==> config.mk <==
export PLATFORM = sky130hd
export DESIGN_NAME = toggle_burst_arbiter
export DESIGN_NICKNAME = d
export VERILOG_FILES = /design/src/rtl/toggle_arb_pkg.sv /design/src/rtl/toggle_cell.sv /design/src/rtl/toggle_burst_arbiter.sv
export SDC_FILE = /design/constraint.sdc
export NUM_CORES = 1
export LEC_CHECK = 0
export BUFFER_PORTS_ARGS = -buffer_cell sky130_fd_sc_hd__buf_2
export CORE_UTILIZATION = 50
export CTS_CLUSTER_DIAMETER = 80
export DETAILED_ROUTE_END_ITERATION = 10
export PLACE_DENSITY = 0.74
export SLEW_MARGIN = 20
export SYNTH_ARGS = -nofsm -noshare
export SYNTH_HDL_FRONTEND = slang
export SYNTH_HIERARCHICAL = 1
export SYNTH_SLANG_ARGS = --single-unit
export TNS_END_PERCENT = 10
==> constraint.sdc <==
create_clock -name clk -period 4.55 [get_ports clk]
set_clock_uncertainty 0.1 [all_clocks]
set_input_delay 0.6825 -clock clk [delete_from_list [all_inputs] [get_ports clk]]
set_output_delay 0.6825 -clock clk [all_outputs]
set_load 0.01 [all_outputs]
==> src/rtl/toggle_arb_pkg.sv <==
// Shared types and the round-robin pick helper for the toggle burst arbiter.
package toggle_arb_pkg;

  typedef enum logic [1:0] {StIdle, StGrant, StRun, StDone} state_e;

  localparam int unsigned MaxReq = 16;
  localparam int unsigned IdxW   = 4;

  typedef struct packed {
    logic            valid;
    logic [IdxW-1:0] idx;
  } rr_pick_t;

  // First set request searching upward from ptr+1, wrapping modulo n_req.
  function automatic rr_pick_t rr_pick(input logic [MaxReq-1:0] req,
                                       input logic [IdxW-1:0]   ptr,
                                       input int unsigned       n_req);
    rr_pick_t    res;
    int unsigned cand;
    res = '0;
    for (int unsigned i = 1; i <= MaxReq; i++) begin
      cand = {28'd0, ptr} + i;
      if (cand >= n_req) cand = cand - n_req;
      if (i <= n_req && !res.valid && req[cand[IdxW-1:0]]) begin
        res.valid = 1'b1;
        res.idx   = cand[IdxW-1:0];
      end
    end
    return res;
  endfunction

endpackage

==> src/rtl/toggle_cell.sv <==
// Single toggling output flop shared by all requesters.
module toggle_cell (
  input  logic clk,
  input  logic rst_n,
  input  logic en,
  output logic out
);

  always_ff @(posedge clk) begin
    if (!rst_n) begin
      out <= 1'b0;
    end else if (en) begin
      out <= ~out;
    end
  end

endmodule

==> src/rtl/toggle_burst_arbiter.sv <==
// Round-robin arbiter granting the shared toggle generator for length-L bursts.
module toggle_burst_arbiter
  import toggle_arb_pkg::*;
#(
  parameter int unsigned N_REQ = 4,
  parameter int unsigned LEN_W = 8
) (
  input  logic                     clk,
  input  logic                     rst_n,
  input  logic [N_REQ-1:0]         req,
  input  logic [N_REQ*LEN_W-1:0]   len,
  input  logic                     abort,
  output logic [N_REQ-1:0]         gnt,
  output logic [N_REQ-1:0]         done,
  output logic                     aborted,
  output logic                     busy,
  output logic [$clog2(N_REQ)-1:0] active_id,
  output logic                     toggle_out
);

  localparam int unsigned IdW = $clog2(N_REQ);

  state_e           state_q;
  logic [IdW-1:0]   ptr_q;
  logic [IdW-1:0]   active_id_q;
  logic [LEN_W-1:0] len_q;
  logic [LEN_W-1:0] cnt_q;
  logic [N_REQ-1:0] gnt_q;
  logic [N_REQ-1:0] done_q;
  logic             aborted_q;
  logic             busy_q;

  logic [MaxReq-1:0] req_ext;
  logic [IdxW-1:0]   ptr_ext;
  rr_pick_t          pick;
  logic [IdW-1:0]    pick_id;
  logic              run_en;
  logic              unused_pick;

  always_comb begin
    req_ext            = '0;
    req_ext[N_REQ-1:0] = req;
    ptr_ext            = '0;
    ptr_ext[IdW-1:0]   = ptr_q;
    pick               = rr_pick(req_ext, ptr_ext, N_REQ);
    pick_id            = pick.idx[IdW-1:0];
  end

  assign unused_pick = ^pick;

  // Abort suppresses the toggle on the very edge it is seen.
  assign run_en = (state_q == StRun) && !abort;

  always_ff @(posedge clk) begin
    if (!rst_n) begin
      state_q     <= StIdle;
      ptr_q       <= IdW'(N_REQ - 1);
      active_id_q <= '0;
      len_q       <= '0;
      cnt_q       <= '0;
      gnt_q       <= '0;
      done_q      <= '0;
      aborted_q   <= 1'b0;
      busy_q      <= 1'b0;
    end else begin
      done_q    <= '0;
      aborted_q <= 1'b0;
      unique case (state_q)
        StIdle: begin
          if (pick.valid) begin
            state_q          <= StGrant;
            gnt_q            <= '0;
            gnt_q[pick_id]   <= 1'b1;
            active_id_q      <= pick_id;
            ptr_q            <= pick_id;
            len_q            <= len[int'(pick_id) * LEN_W +: LEN_W];
            busy_q           <= 1'b1;
          end
        end
        StGrant: begin
          if (len_q == '0) begin
            state_q <= StDone;
            gnt_q   <= '0;
            done_q  <= gnt_q;
          end else begin
            state_q <= StRun;
            cnt_q   <= len_q;
          end
        end
        StRun: begin
          if (abort) begin
            state_q   <= StDone;
            gnt_q     <= '0;
            done_q    <= gnt_q;
            aborted_q <= 1'b1;
            cnt_q     <= '0;
          end else begin
            cnt_q <= cnt_q - LEN_W'(1);
            if (cnt_q == LEN_W'(1)) begin
              state_q <= StDone;
              gnt_q   <= '0;
              done_q  <= gnt_q;
            end
          end
        end
        StDone: begin
          state_q     <= StIdle;
          active_id_q <= '0;
          busy_q      <= 1'b0;
        end
      endcase
    end
  end

  toggle_cell u_toggle_cell (
    .clk   (clk),
    .rst_n (rst_n),
    .en    (run_en),
    .out   (toggle_out)
  );

  assign gnt       = gnt_q;
  assign done      = done_q;
  assign aborted   = aborted_q;
  assign busy      = busy_q;
  assign active_id = active_id_q;

endmodule

# Word-level counts from Yosys, hierarchy flattened
# Index checks and enable logic that the tools add are counted.
[classes] addsub=9 order_cmp=10 eq_ne=8 n_shift=1 n_mux=40 bitwise=1 n_reduce_logical=20
[op_table] operator="$mux 4" count=11
[op_table] operator="$shiftx 32x6->8" count=1
[op_table] operator="$lt 4x5->1 const B" count=4
[op_table] operator="$mux 5" count=4
[op_table] operator="$bmux 1 s4" count=4
[op_table] operator="$mux 8" count=2
[op_table] operator="$pmux 8 s2" count=1
[op_table] operator="$pmux 4 s3" count=1
[op_table] operator="$sub 3x3->4 const B" count=3
[op_table] operator="$reduce_and 2->1" count=5
[op_table] operator="$ge 3x3->1 const B" count=3
[op_table] operator="$eq 8x1->1 const B" count=1
[op_table] operator="$logic_not 8->1" count=1
[op_table] operator="$mux 1" count=8
[op_table] operator="$mux 2" count=4
[op_table] operator="$pmux 2 s4" count=1
[op_table] operator="$pmux 4 s2" count=1
[op_table] operator="$sub 8x1->8 const B" count=1
[op_table] operator="$add 2x2->3 const B" count=2
[op_table] operator="$ne 2x2->1 const B" count=3
[op_table] operator="$logic_and 1x1->1" count=5
[op_table] operator="$add 2x3->4 const B" count=1
[op_table] operator="$eq 2x2->1 const B" count=2
[op_table] operator="$ge 4x3->1 const B" count=1
[op_table] operator="15 further kinds" count=19
[word_totals] register_bits=33 input_bits=39 wordCells=99

# Longest topological paths before layout
# Gate-level depths: netlist (run 1).
[depth] word_depth=21 mapped_depth=14

# Hierarchy
# Netlist (run 1), hierarchy kept.
[modules_own_cells] mod="toggle_burst_arbiter" instances=1 cells_per_inst=316 area_each_um2=2514.9 seq_area_each_um2=640.6
[modules_own_cells] mod="toggle_cell" instances=1 cells_per_inst=3 area_each_um2=35.0 seq_area_each_um2=20.0

# Least setup slack after synthesis (run 1)
# Ideal clock, no wire load.
[synth_timing] kind="register to register" startpoint="register ptr_q[0]" endpoint="register gnt_q[3] (netlist: gnt[3])" arrival_ns=3.603 slack_ns=0.777 path_stages_with_launch=15 path_buffers=6 cell_sequence="dfxtp_1 buf_6 clkbuf_1 inv_1 clkbuf_1 ha_1 buf_2 mux2_2 and3_1 or4_1 clkbuf_2 o32a_1 buf_6 or4_1 a21oi_1"
[synth_between] elab_chain_len=21
[synth_rtl] item="start: declaration" line="toggle_burst_arbiter.sv:24" source="logic [IdW-1:0] ptr_q;"
[synth_rtl] item="start signal: assignment" line="toggle_burst_arbiter.sv:57" source="ptr_q <= IdW'(N_REQ - 1);"
[synth_rtl] item="start signal: assignment" line="toggle_burst_arbiter.sv:75" source="ptr_q <= pick_id;"
[synth_rtl] item="$add 2x1->3" line="toggle_arb_pkg.sv:22" source="cand = {28'd0, ptr} + i;"
[synth_rtl] item="$sub 3x3->4 / $ge 3x3->1 (equally long branches)" line="toggle_arb_pkg.sv:23" source="if (cand >= n_req) cand = cand - n_req;"
[synth_rtl] item="$mux 4" line="toggle_arb_pkg.sv:23"
[synth_rtl] item="$bmux 1 s4" line="toggle_arb_pkg.sv:24" source="if (i <= n_req && !res.valid && req[cand[IdxW-1:0]]) begin"
[synth_rtl] item="$mux 1 (implied by the code)" line="toggle_arb_pkg.sv:24"
[synth_rtl] item="$mux 5" line="toggle_arb_pkg.sv:24"
[synth_rtl] item="$logic_not 1->1" line="toggle_arb_pkg.sv:24"
[synth_rtl] item="$logic_and 1x1->1" line="toggle_arb_pkg.sv:24"
[synth_rtl] item="[5 not listed]"
[synth_rtl] item="$logic_and 1x1->1" line="toggle_arb_pkg.sv:24"
[synth_rtl] item="$mux 5 *" line="toggle_arb_pkg.sv:24"
[synth_rtl] item="$lt 2x3->1 (implied by the code) / $ge 2x1->1 (equally long branches)" line="toggle_burst_arbiter.sv:73" source="gnt_q[pick_id] <= 1'b1;"
[synth_rtl] item="$logic_and 1x1->1 (implied by the code)" line="toggle_burst_arbiter.sv:73"
[synth_rtl] item="$mux 1 (implied by the code)" line="toggle_burst_arbiter.sv:73"
[synth_rtl] item="$demux 1 s2" line="toggle_burst_arbiter.sv:73"
[synth_rtl] item="$mux 4" line="toggle_burst_arbiter.sv:70" source="if (pick.valid) begin"
[synth_rtl] item="$pmux 4 s3" line="toggle_burst_arbiter.sv:68" source="unique case (state_q)"
[synth_rtl] item="end signal: assignment" line="toggle_burst_arbiter.sv:72" source="gnt_q <= '0;"
[synth_rtl] item="end signal: indexed assignment" line="toggle_burst_arbiter.sv:73"
[synth_rtl] item="end signal: assignment" line="toggle_burst_arbiter.sv:83" source="gnt_q <= '0;"
[synth_rtl] item="end: declaration" line="toggle_burst_arbiter.sv:28" source="logic [N_REQ-1:0] gnt_q;"
# Every way passes the cells marked *; elsewhere a longest branch is shown, timed or not. The select of a mux whose other input is x is not followed.
# A chain may end at the register's enable or synchronous reset.

# Final worst setup path (run 1)
[layout_timing] startpoint="register ptr_q[1]" endpoint="register len_q[2]"
[layout_between] elab_chain_len=16
[layout_rtl] item="$add 2x1->3" line="toggle_arb_pkg.sv:22"
[layout_rtl] item="$sub 3x3->4 / $ge 3x3->1 (equally long branches)" line="toggle_arb_pkg.sv:23"
[layout_rtl] item="$mux 4" line="toggle_arb_pkg.sv:23"
[layout_rtl] item="$bmux 1 s4" line="toggle_arb_pkg.sv:24"
[layout_rtl] item="$mux 1 (implied by the code)" line="toggle_arb_pkg.sv:24"
[layout_rtl] item="$mux 5" line="toggle_arb_pkg.sv:24"
[layout_rtl] item="$logic_not 1->1" line="toggle_arb_pkg.sv:24"
[layout_rtl] item="$logic_and 1x1->1" line="toggle_arb_pkg.sv:24"
[layout_rtl] item="$mux 5" line="toggle_arb_pkg.sv:24"
[layout_rtl] item="$logic_not 1->1" line="toggle_arb_pkg.sv:24"
[layout_rtl] item="$logic_and 1x1->1" line="toggle_arb_pkg.sv:24"
[layout_rtl] item="$mux 5" line="toggle_arb_pkg.sv:24"
[layout_rtl] item="$logic_not 1->1" line="toggle_arb_pkg.sv:24"
[layout_rtl] item="$logic_and 1x1->1" line="toggle_arb_pkg.sv:24"
[layout_rtl] item="$mux 5 *" line="toggle_arb_pkg.sv:24"
[layout_rtl] item="$shiftx 32x6->8 / $reduce_and 2->1 (equally long branches)"
[layout_rtl] item="end signal: assignment" line="toggle_burst_arbiter.sv:76" source="len_q <= len[int'(pick_id) * LEN_W +: LEN_W];"
[layout_rtl] item="end: declaration" line="toggle_burst_arbiter.sv:26" source="logic [LEN_W-1:0] len_q;"
# Marks and branches as above.

==> out/metrics.yaml, run 1 <==
worst_setup_path:
  cpLargestDelayFamily: "simple AND/OR/NAND/NOR gates"
  r2r_slack_ns: 0.96
  crit_chain: "inv_1 -> ha_1 -> mux2_2 -> and3_1 -> nor4_1 -> o32ai_1 -> buf_4 -> or4b_2 -> a31oi_1"
  crit_path_start_kind: "register"
  cp.arrival_ns: 3.70
  critPathKind: "register to register"
  crit_required_ns: 4.66
  max_stage_delay_ns: 0.68
  r2r_cells: 9
  worst_r2r_endpoint: "len_q[2]"
  cpMaxStageDelayCell: "or4b_2"
  crit_buf_inv: 2
  worstSetupEndpointType: "register"
  r2r-start: "ptr_q[1]"
  path_max_fanout: 12
power_and_ir_drop:
  power_density_nw_per_um2: 734
  peakVddDrop_uv: 492
  leakagePower_nw: 1.17
clocking:
  ctsLongestPathBuffers: 2
  post_cts_resized: 0
  insertion_delay_ns: 0.29
  root_buffer: "clkbuf_8"
  cts_tree: "yes"
  clock_sinks: 33
  cts_buffers: 5
  hold_buffers: 0
  clk_pin_slew_ns: 0.07
  postCtsSetupBuffers: 0
  h-tree-depth: 2
detailed_routing:
  drt_wl_total_um: 6370
  antenna_left: 0
  route.detailed.drc: 0
  route.detailed.wl_per_inst_um: 15.0
  firstDrtPassIters: 4
  vias: 2539
  initialDrtViolationCount: 226
  vias_per_cell: 5.99
yosys:
  async_reset_ff_share_pct: 0
  synth_nets: 370
  ys_warn_count: 6
  synth_cells: 319
  synth_largest_area_cell: "dfxtp_1"
  syn_area_per_cell_um2: 7.99
  yosysSeqAreaShare_pct: 25.9
  ys_ff_latch: 33
  synth_edf_count: 0
  synth_cell_types: 53
  synth_top_area_share_pct: 25.9
  synth_area_leaders: "dfxtp_1 26%, ha_1 5.9%, a2111oi_0 5.5%"
  netlist_area_um2: 2550
  synthFlopType: "dfxtp_1"
final_layout:
  drive_gt1_share_pct: 22.4
  mostFrequentLayoutCells: "51 x buf_2, 32 x dfxtp_1, 22 x nor2_1, 22 x nor3_1, 20 x o21ai_0"
  fillCellCount: 474
  final_nets: 407
  utilization_pct: 59.9
  n_antenna_cell: 0
  final_common_cell: "buf_2"
  final_cell_area_um2: 2890
  area_growth_pct: 13.2
die:
  core_um2: 4820
  ios: 52
  fp.dieArea_um2: 5390
  die_h_um: 73.4
  placementRows: 25
  die_x_um: 73.4
  start_util_pct: 52.9
sta:
  relSlewSlack_pct: 49.1
  rsz0062_at_grt: "no"
  worst-slew-pin-transition_ns: 0.757
  fin_crit_ns: 3.59
  fin_crit_sh_pct: 78.8
  fmax_mhz: 279
  slew_violations: 0
  fin_tns_setup_ns: 0
  setup_viol: 0
  finalHoldViolations: 0
global_routing:
  grt_pass1_wl_um: 10600
  grt_max_degree: 66
  grt_pass1_vias: 2300
  grt-ovfl-total: 0
  antenna_found_initial: 0
  grt_usage_pct: 25.2
worst_hold_path:
  min_path_type: "register to register"
  hold_path_end: "active_id[1]"
  min_from: "active_id[1]"
  min_path_cells: 2
place:
  io_buffers: 51
  placed_cell_area_um2: 2800
  dp_hpwl_um: 4630
  place_congestion: 0.867
run_status:
  status: "finished clean"
run:
  maxCapViolations: 0
synthesized netlist by cell type (all sizes together), types with 2 or more instances:
cell type	number
a2111o	8
a2111oi	16
a211oi	6
a21oi	13
a221oi	4
a22oi	4
a31oi	9
and2	13
and3	3
buf	4
clkbuf	20
dfxtp	33
ha	12
inv	13
mux2	5
mux2i	5
nand2	15
nand2b	3
nand3	5
nor2	22
nor2b	10
nor3	22
nor4	4
o211a	2
o211ai	3
o21a	2
o21ai	20
o32a	2
or3	10
or4	3
or4b	10
xnor2	2
sequential cells by signal (all words and copies together) (netlist names):
signal / cells
aborted: 1
active_id: 2
busy: 1
cnt_q: 8
done: 4
gnt: 4
len_q: 8
ptr_q: 2
state_q: 2
u_toggle_cell/out: 1
through the flow:
step                power, mW  worst slack (ns)  std cells  hold WS, ns
finish                   2.12             0.963        424        0.381
global route             2.32             0.726        424        0.397
CTS                      2.11             0.980        424        0.382
detailed placement       1.89             0.998        416        0.373
global placement         1.87              1.11        416        0.370
floorplan                1.61             0.777        319        0.378
routing by layer:
layer | global-route usage (%) | vias to the layer above | wire (µm)
li1 | - | 1302 | -
met1 | 32.8 | 1150 | 3020
met2 | 40.8 | 79 | 2910
met3 | 5.49 | 8 | 351
met4 | 9.40 | 0 | 87
met5 | 0 | - | 0
worst min-delay path, cell delays in order (launching register included):
cell,delay [ns]
dfxtp_1,0.31
o21ai_0,0.06
a21oi_1,0.06
how the worst max path moves through the flow:
stage               depth (start not counted)  startpoint  endpoint  slack (ns)
finish                                      9    ptr_q[1]  len_q[2]        0.96
global route                                9    ptr_q[1]  len_q[4]        0.73
CTS                                         8    ptr_q[1]    gnt[3]        0.98
detailed placement                          8    ptr_q[1]    gnt[0]         1.0
global placement                            8    ptr_q[1]    gnt[2]        1.11
floorplan                                  14    ptr_q[0]    gnt[3]        0.78
final cells by class:
type	instances	area (µm²)	share of cell area (%)
well taps	67	83.8	2.90
flip-flops and latches	33	662	22.9
inverters	14	52.6	1.82
clock buffers	6	72.6	2.51
repair buffers	54	278	9.62
multi-input cells	248	1730	59.9
clock inverters	2	10.0	0.347
kinds of logic after synthesis:
group / Yosys count / synth area share (%)
DFF: 33 / 25.9
buffers and inverters: 38 / 6.33
AOI/OAI and AO/OA: 101 / 29.2
and+or+nand+nor: 121 / 26.4
xor gates and xnor gates: 3 / 1.03
muxes: 11 / 5.20
adders and majority gates: 12 / 5.89
where the power goes:
part | internal [mW] | total, mW | switching (mW)
combinational | 0.599 | 1.45 | 0.846
clock | 0.106 | 0.213 | 0.107
sequential | 0.379 | 0.462 | 0.0827
No activity file was read; power rests on OpenSTA's default activity.
==> inputs of run 2 (changes only) <==
--- a/config.mk
+++ b/config.mk
@@ -5,11 +5,12 @@
 export SDC_FILE = /design/constraint.sdc
 export NUM_CORES = 1
 export LEC_CHECK = 0
+export ABC_AREA = 1
 export BUFFER_PORTS_ARGS = -buffer_cell sky130_fd_sc_hd__buf_2
-export CORE_UTILIZATION = 50
+export CORE_UTILIZATION = 48
 export CTS_CLUSTER_DIAMETER = 80
 export DETAILED_ROUTE_END_ITERATION = 10
-export PLACE_DENSITY = 0.74
+export PLACE_DENSITY = 0.76
 export SLEW_MARGIN = 20
 export SYNTH_ARGS = -nofsm -noshare
 export SYNTH_HDL_FRONTEND = slang
==> constraint.sdc (replaced) <==
create_clock -name clk -period 3.1 [get_ports clk]
set_clock_uncertainty 0.1 [all_clocks]
set_input_delay 0.465 -clock clk [delete_from_list [all_inputs] [get_ports clk]]
set_output_delay 0.465 -clock clk [all_outputs]
set_load 0.01 [all_outputs]
==> run 2 against run 1 <==
Clock power rose by 51%. Utilization rose by 0.49 points. Critical path depth is 4 higher. Worst setup slack got worse by 0.42 ns. Worst hold slack worse by 0.021 ns. Combinational power is 37% higher. Sequential power is 46% higher. Non-clock buffer count shrank 2. Die area is 13% lower. Via count is 15% lower. Critical endpoint is now len_q[5].
==> out/metrics.yaml, run 2 <==
power_and_ir_drop:
  p_comb_share_pct: 66.7
  peakVddDrop_uv: 882
  power_density_nw_per_um2: 1200
  clkPwrFrac_pct: 10.8
  leakagePower_nw: 1.25
  p_switching_mw: 1.58
  p_total_mw: 2.99
  internal_power_mw: 1.41
  swShare_pct: 52.9
  pwr-share-seq_pct: 22.6
global_routing:
  grt_usage_pct: 23.6
  grt_max_degree: 20
  grt_pass1_wl_um: 8210
  antenna_found_initial: 0
  grt_pass1_vias: 1892
  grt-ovfl-total: 0
yosys:
  synth_cell_types: 31
  synth_largest_area_cell: "dfxtp_1"
  synthFlopType: "dfxtp_1"
  yosysMostFrequentCell: "nand2_1"
  synth_common_cells: "63 x nand2_1, 43 x nor2_1, 37 x nand3_1, 33 x dfxtp_1, 29 x inv_1"
  synth_nets: 363
  ys_warn_count: 6
  synth_top_area_share_pct: 31.3
  synth_cells: 312
  synth_area_leaders: "dfxtp_1 31%, nand2_1 11%, nand3_1 8.8%"
  async_reset_ff_share_pct: 0
  syn_area_per_cell_um2: 6.77
  synth_edf_count: 0
  netlist_area_um2: 2110
  yosysSeqAreaShare_pct: 31.3
  ys_ff_latch: 33
sta:
  fin_crit_sh_pct: 82.6
  fin_tns_setup_ns: 0
  worst_slack_ns: 0.540
  rsz0062_at_grt: "no"
  fin_crit_ns: 2.56
  finalHoldViolations: 0
  fmax_mhz: 391
  setup_viol: 0
  relSlewSlack_pct: 72.8
  slew_violations: 0
  worst-slew-pin-transition_ns: 0.407
die:
  fp.dieArea_um2: 4670
  start_util_pct: 51.3
  die_x_um: 68.3
  placementRows: 23
  die_h_um: 68.3
  ios: 52
  core_um2: 4120
final_layout:
  final_nets: 417
  n_antenna_cell: 0
  mostFrequentLayoutCells: "63 x nand2_1, 51 x buf_2, 43 x nor2_1"
  reg_top3: "cnt_q (8), len_q (8)"
  utilization_pct: 60.4
  final_common_cell: "nand2_1"
  area_growth_pct: 17.7
  drive_gt1_share_pct: 21.6
  fillCellCount: 422
detailed_routing:
  firstDrtPassIters: 4
  antenna_left: 0
  vias_per_cell: 5.19
  route.detailed.wl_per_inst_um: 11.8
  drt_wl_total_um: 4910
  vias: 2158
  initialDrtViolationCount: 104
  route.detailed.drc: 0
clocking:
  root_buffer: "clkbuf_8"
  post_cts_resized: 0
  cts_tree: "yes"
  h-tree-depth: 2
  clock_sinks: 33
  hold_buffers: 0
  ctsLongestPathBuffers: 2
  cts_buffers: 5
  insertion_delay_ns: 0.29
  postCtsSetupBuffers: 0
  clk_pin_slew_ns: 0.07
place:
  place_congestion: 0.886
  io_buffers: 51
  dp_hpwl_um: 3780
  post-place-ws_ns: 0.583
worst_setup_path:
  crit_path_start_kind: "register"
  critPathKind: "register to register"
  cpMaxStageDelayCell: "dfxtp_1"
  crit_chain: "inv_2 -> ha_1 -> inv_1 -> nand3_2 -> nand3_4 -> nand3_1 -> nand2_1 -> nand3_2 -> nor2_4 -> nand2_1 -> nand3_1 -> nor2_1 -> nor2_1"
  worstSetupEndpointType: "register"
  max_stage_delay_ns: 0.50
  cp.arrival_ns: 2.68
  path_max_fanout: 13
  crit_required_ns: 3.22
worst_hold_path:
  min_path_type: "register to register"
run_status:
  status: "finished clean"
run:
  maxCapViolations: 0
-- run 2: cell types whose count changed after synthesis, moves of 13 or more --
cell / change
nand2_1: +48
nand3_1: +32
nor2_1: +21
nor3_1: -19
clkbuf_1: -17
a2111oi_0: -16
inv_1: +16
and2_1: -13
-- run 2: cell type report --
type	count	area, µm²	area share, %
clock buffer	7	86.3	3.47
sequential	33	661	26.6
tap	50	62.6	2.52
inverter	33	124	4.98
multi-input combinational	241	1290	51.9
timing repair buffer	52	263	10.6
-- run 2: final timing paths --
check / start / endpoint / slack, ns / depth (start not counted)
setup / recovery: ptr_q[0] / len_q[5] / 0.54 / 13
hold reg to reg: active_id[1] / active_id[1] / 0.36 / 2
setup reg to reg: ptr_q[0] / len_q[5] / 0.54 / 13
hold / removal: active_id[1] / active_id[1] / 0.36 / 2
-- run 2: kinds of logic (layout without fill, tap and decap cells) --
kind of cell             Yosys count  after routing  share of synthesized area, %
AND/OR/NAND/NOR                  169            169                          38.4
AO/OA/AOI/OAI                     58             58                          14.7
buffers and inverters             38             92                          7.64
flip-flops                        33             33                          31.3
adder cells (fa/ha/maj)           12             12                          7.11
XOR/XNOR                           2              2                         0.830
-- run 2: metal layers --
| metal | vias up | GRT usage [%] | share of wire, % |
|---|---|---|---|
| met1 | 961 | 30.3 | 47 |
| met2 | 51 | 39.0 | 48 |
| li1 | 1137 | - | - |
| met5 | - | 0 | 0 |
| met3 | 9 | 3.67 | 3.6 |
| met4 | 0 | 9.38 | 1.8 |
-- run 2: stage by stage --
stage	cell area (µm²)	std cells	hold WS (ns)
2_1_floorplan	2110	312	0.376
3_3_place_gp	2400	409	0.351
3_5_place_dp	2400	409	0.353
4_1_cts	2490	416	0.363
5_1_grt	2490	416	0.383
6_report	2490	416	0.360
-- run 2: power by group through the flow --
stage	Sequential (mW)	Combinational, mW	Clock, mW
final	0.674	1.99	0.322
after global routing	0.696	2.27	0.349
after CTS	0.673	1.99	0.330
after detailed placement	0.681	1.98	0
after global placement	0.680	1.95	0
after floorplan	0.668	1.64	0
-- run 2: critical path, delay by kind of cell (launching register included) --
family / cells / cell delay (ns)
adders and majority gates: 1 / 0.38
buffers and inverters: 2 / 0.27
DFF: 1 / 0.50
and+or+nand+nor: 10 / 1.23
